**config.mk**
```make
export PLATFORM = sky130hd
export DESIGN_NAME = t_flop_bank
export DESIGN_NICKNAME = d
export VERILOG_FILES = /design/src/rtl/t_flop_bank.sv
export SDC_FILE = /design/constraint.sdc
export NUM_CORES = 1
export LEC_CHECK = 0
export BUFFER_PORTS_ARGS = -buffer_cell sky130_fd_sc_hd__buf_2
export CAP_MARGIN = 20
export CORE_UTILIZATION = 38
export DETAILED_ROUTE_END_ITERATION = 7
export HOLD_SLACK_MARGIN = 0.03
export PLACE_DENSITY = 0.73
export SYNTH_ARGS = -nofsm -noshare
export SYNTH_HDL_FRONTEND = slang
export SYNTH_SLANG_ARGS = --single-unit
```
**constraint.sdc**
```tcl
create_clock -name clk -period 1.4 [get_ports clk]
set_input_delay 0.21 -clock clk [delete_from_list [all_inputs] [get_ports clk]]
set_output_delay 0.21 -clock clk [all_outputs]
set_load 0.01 [all_outputs]
```
**src/rtl/t_flop_bank.sv**
```systemverilog
// Purpose : WIDTH-bit bank of T flip-flops with four modes: independent toggle, up count, down count, hold.
// Latency : every output is registered and updates one clk edge after its inputs are sampled.
// Backpressure: none; the bank accepts new inputs on every edge.
//
// Ports:
//   clk, rst          - clock and synchronous active-high reset
//   enable, mode, T   - global enable, mode (00 indep, 01 up, 10 down, 11 hold) and toggle inputs
//   load, D           - parallel-load strobe and data (load beats enable)
//   Q, Qbar           - state and its complement
//   tc, toggled       - registered wrap pulse and registered mask of bits toggled on the last edge
//   toggle_cnt        - saturating toggle-event count, present when TFF_TOGGLE_CNT_EN is defined,
//                       otherwise tied to zero (the port exists in both builds)
module t_flop_bank #(
  parameter int               WIDTH     = 4,
  parameter logic [WIDTH-1:0] RESET_VAL = '0,
  parameter int               CNT_W     = 8
) (
  input  logic             clk,
  input  logic             rst,
  input  logic             enable,
  input  logic [1:0]       mode,
  input  logic [WIDTH-1:0] T,
  input  logic             load,
  input  logic [WIDTH-1:0] D,
  output logic [WIDTH-1:0] Q,
  output logic [WIDTH-1:0] Qbar,
  output logic             tc,
  output logic [WIDTH-1:0] toggled,
  output logic [CNT_W-1:0] toggle_cnt
);

  localparam logic [1:0] MODE_INDEP = 2'b00;
  localparam logic [1:0] MODE_UP    = 2'b01;
  localparam logic [1:0] MODE_DOWN  = 2'b10;

  logic [WIDTH-1:0] q_q, q_d;
  logic             tc_q, tc_d;
  logic [WIDTH-1:0] toggled_q, toggled_d;
  logic [WIDTH-1:0] mask;
  logic             wrap;
  logic             carry;

  // Toggle mask for the current mode. In the counting modes a bit toggles when
  // T[0] is set and every lower bit is at its "carry" value (1 for up, 0 for down),
  // built as a running AND so no variable-width slice is needed.
  always_comb begin
    mask  = '0;
    wrap  = 1'b0;
    carry = 1'b0;
    case (mode)
      MODE_INDEP: mask = T;
      MODE_UP: begin
        carry = T[0];
        for (int i = 0; i < WIDTH; i++) begin
          mask[i] = carry;
          carry   = carry & q_q[i];
        end
        wrap = carry;  // T[0] and Q all-ones
      end
      MODE_DOWN: begin
        carry = T[0];
        for (int i = 0; i < WIDTH; i++) begin
          mask[i] = carry;
          carry   = carry & ~q_q[i];
        end
        wrap = carry;  // T[0] and Q all-zeros
      end
      default: mask = '0;
    endcase
  end

  // Priority: load over enable (reset is applied in the register block).
  always_comb begin
    q_d       = q_q;
    tc_d      = 1'b0;
    toggled_d = '0;
    if (load) begin
      q_d = D;
    end else if (enable) begin
      q_d       = q_q ^ mask;
      tc_d      = wrap;
      toggled_d = mask;
    end
  end

  always_ff @(posedge clk) begin
    if (rst) begin
      q_q       <= RESET_VAL;
      tc_q      <= 1'b0;
      toggled_q <= '0;
    end else begin
      q_q       <= q_d;
      tc_q      <= tc_d;
      toggled_q <= toggled_d;
    end
  end

`ifdef TFF_TOGGLE_CNT_EN
  logic [CNT_W-1:0] toggle_cnt_q, toggle_cnt_d;

  // Counts edges with a non-zero mask; saturates instead of wrapping. Load leaves it alone.
  always_comb begin
    toggle_cnt_d = toggle_cnt_q;
    if (!load && enable && (|mask) && (toggle_cnt_q != {CNT_W{1'b1}})) begin
      toggle_cnt_d = toggle_cnt_q + 1'b1;
    end
  end

  always_ff @(posedge clk) begin
    if (rst) begin
      toggle_cnt_q <= '0;
    end else begin
      toggle_cnt_q <= toggle_cnt_d;
    end
  end

  assign toggle_cnt = toggle_cnt_q;
`else
  assign toggle_cnt = '0;
`endif

  assign Q       = q_q;
  assign Qbar    = ~q_q;  // same register as Q, so never out of step
  assign tc      = tc_q;
  assign toggled = toggled_q;

endmodule

```
==> metrics.log <==
[metrics] achievable frequency: 692 MHz
[metrics] shortest period the worst path allows: 1450 ps
[metrics] distinct cell type count of the synthesized netlist: 31
[metrics] Tightest Hold Check Type: input pin to register
[metrics] Clk network pwr share: 0.317
[metrics] Area Overhead vs Synth: 45.4%
[metrics] slowest cell on the critical path: sky130_fd_sc_hd__or3b_1
[metrics] top layer used by detailed routing: met4
[metrics] synthesized instance count: 74
[metrics] count of buffers added by post-CTS timing repair for setup: 0
[metrics] width of the chip: 42.5 um
[metrics] sequential power share: 0.415
[metrics] Leakage: 0.430 nW
[metrics] dominant synthesized flop cell: sky130_fd_sc_hd__dfxtp_1
[metrics] fraction of layout cells with a size suffix above 1: 0.465
[metrics] wire length of the first global-routing pass: 2350 um
[metrics] remaining antenna violation count: 0
[metrics] most frequent cells after synthesis: sky130_fd_sc_hd__dfxtp_1, sky130_fd_sc_hd__buf_4, sky130_fd_sc_hd__inv_1, sky130_fd_sc_hd__nor2_1, sky130_fd_sc_hd__nand2_1
[metrics] setup repair after global routing missed its margin: yes
[metrics] kind of cell adding the most delay to the critical path: simple AND/OR/NAND/NOR gates
[metrics] I/O pin total: 35
[metrics] data arrival time of the critical path: 1590 ps
[metrics] drt drc: 0
[metrics] Synth async-reset ratio: 0
[metrics] total clock sinks: 9
[metrics] count of warnings emitted by yosys: 0
[metrics] Worst Setup Start Kind: register
[metrics] global placer's final weighted congestion: 0.860
[metrics] number of rows created at floorplan: 14
[metrics] count of H-tree levels built during CTS: 1
[metrics] port bufs: 26
[metrics] EDFF count, synth: 0
[metrics] Mapped Area: 623 um^2
[metrics] total number of vias: 673
[metrics] combinational share of power: 0.269
[metrics] kind of end point of the critical path: register
[metrics] max-cap violation count: 0
[metrics] FILL cells: 137
[metrics] wirelength, routed: 1490 um
[metrics] Reg area: 186 um^2
[metrics] final-report hold violation count: 0
[metrics] Die ar.: 0.00181 mm^2
[metrics] Met3 Wirelength: 108 um
[metrics] Chip Height: 42.5 um
[metrics] hold-fix buffers at CTS: 0
[metrics] DR iter-0 viols: 19
[metrics] Clock Pin Slew Worst Setup and Hold Paths: 70 ps
[metrics] effective utilization at floorplan: 0.409
[metrics] routed vias/inst: 5.18
[metrics] Max Root-Sink Buffers: 2
[metrics] TritonCTS clock tree: done
[metrics] crit path setup slack, layout: -45.7 ps
[metrics] power density over cell area: 755 mW/mm^2
[metrics] global route total overflow: 0
[metrics] area of the core: 0.00152 mm^2
[metrics] setup TNS after final layout: -45.7 ps
[metrics] aggregate global-route resource usage: 0.179
[metrics] largest driver fanout on the critical path: 8
[metrics] max-slew violation count: 0
[metrics] Inserted Clock Buffers: 3
[metrics] CTS root buffer: sky130_fd_sc_hd__clkbuf_4
[metrics] Area contributors post-synth: sky130_fd_sc_hd__dfxtp_1, sky130_fd_sc_hd__buf_4, sky130_fd_sc_hd__ha_1, sky130_fd_sc_hd__inv_1, sky130_fd_sc_hd__nor2_1
[metrics] antenna violations before repair: 0
[metrics] sequential element share of the synthesized area: 0.289
[metrics] footprint of the multi-input gates: 432 um^2
[metrics] Routed wire per std cell: 11.5 um
[metrics] worst clock skew: 0.471 ps
[metrics] largest vdd supply drop: 0.000368 V
[metrics] met2 WL post-DR: 649 um
[metrics] cell area after layout: 906 um^2
[metrics] Avg Synthesized Cell Area: 8.42 um^2
[metrics] metal1 wirelength: 688 um
[metrics] hpwl dp: 1120 um
[metrics] fraction of post-synthesis cell area in the top cell type by area: 0.289
[metrics] data required time at the worst endpoint: 1550 ps
[metrics] Critical path buffers and inverters: 0
[metrics] number of global-route vias before repair: 540
[metrics] source-to-sink clock delay at the later pin of the worst-skew pair: 270 ps
[metrics] internal power: 0.467 mW
[metrics] Final setup viols: 1
[metrics] Cell Chain, Critical Path: or3b_1 > a21boi_2 > nor4_1 > or3_1
[metrics] Yosys top cell by area: sky130_fd_sc_hd__dfxtp_1
[metrics] switching portion of total power: 0.318
[metrics] dominant cell by count in the synthesized netlist: sky130_fd_sc_hd__dfxtp_1
[metrics] count of antenna diodes in the layout: 0
[metrics] count of TritonRoute iterations in the first routing pass: 4
[metrics] type of the setup path with the least slack: register to register
[metrics] synthesized flop and latch total: 9
[metrics] maximum number of pins on one net before global-route repair: 9
[metrics] sw power: 0.218 mW
[metrics] Placement Setup Slack: -188 ps
[metrics] placed cell area: 842 um^2
[metrics] violated checks: setup timing
[metrics] maximum cell stage delay along the critical path: 400 ps
[metrics] result of the run: finished, violations left
[metrics] number of nets in the finished design: 133
[metrics] crit share post-route: 1.03
## worst min-delay path: cells and delay by family
kind / cells / cell delay, ps
buffers and inverters: 1 / 90
AND/OR/NAND/NOR: 1 / 70
AO/OA/AOI/OAI: 1 / 50
## repair_timing
action | in CTS | in global routing
endpoints found under the setup margin | 2 | 3
resized for setup | 0 | 6
pin swaps | 0 | 3
gates cloned | 0 | 0
## cell usage in the layout, fill, tap and decap left out, types with 2 or more instances in the layout
cell                       count
sky130_fd_sc_hd__ha_1          3
sky130_fd_sc_hd__conb_1        8
sky130_fd_sc_hd__dfxtp_2       2
sky130_fd_sc_hd__dfxtp_1       6
sky130_fd_sc_hd__nand2_1       4
sky130_fd_sc_hd__nand2b_1      2
sky130_fd_sc_hd__buf_4        11
sky130_fd_sc_hd__nor4_1        2
sky130_fd_sc_hd__buf_2        26
sky130_fd_sc_hd__and3_1        2
sky130_fd_sc_hd__inv_1         6
sky130_fd_sc_hd__or3_1         2
sky130_fd_sc_hd__nand3_1       4
sky130_fd_sc_hd__nor2_1        7
sky130_fd_sc_hd__clkbuf_4      3
## registers in the layout (all words and copies together) (netlist names)
register  cells
Q             4
toggled       4
tc            1
## power groups by stage
stage               combinational, mW  clock (mW)  sequential, mW
finish                          0.184       0.217           0.284
global route                    0.204       0.225           0.285
CTS                             0.173       0.216           0.281
detailed placement              0.173           0           0.286
global placement                0.169           0           0.286
floorplan                      0.0987           0           0.293
## final cells by class
class / count / area share
clock buffers: 4 / 0.0290
well taps: 16 / 0.0221
flip-flops and latches: 9 / 0.206
repair buffers: 37 / 0.235
multi-input cells: 57 / 0.477
inverters: 7 / 0.0318
## final timing paths
kind / start / endpoint / slack (ps) / cells after the start
setup / recovery: Q[1] / Q[2] / -50 / 4
hold reg to reg: Q[1] / Q[1] / 560 / 2
hold / removal: D[1] / Q[1] / 200 / 3
setup reg to reg: Q[1] / Q[2] / -50 / 4
## metal layers
layer,vias to the layer above,track usage
met5,-,0
met4,0,0.131
met3,4,0.0302
met2,36,0.274
met1,305,0.224
li1,328,-
## metrics by stage
step / util / total power, mW / hold WS (ps) / std cells
floorplan: - / 0.392 / 273 / 81
global placement: 0.553 / 0.455 / 478 / 126
detailed placement: 0.553 / 0.459 / 482 / 126
CTS: 0.570 / 0.669 / 200 / 130
global route: 0.594 / 0.713 / 232 / 130
finish: 0.594 / 0.684 / 197 / 130
## kinds of logic after synthesis
family,synth area share
XOR/XNOR,0.0141
adder cells (fa/ha/maj),0.0803
flip-flops,0.289
AND/OR/NAND/NOR,0.285
AO/OA/AOI/OAI,0.163
multiplexers,0.0241
other,0.00602
buffers and inverters,0.139
Power figures use the tool's default switching activity.
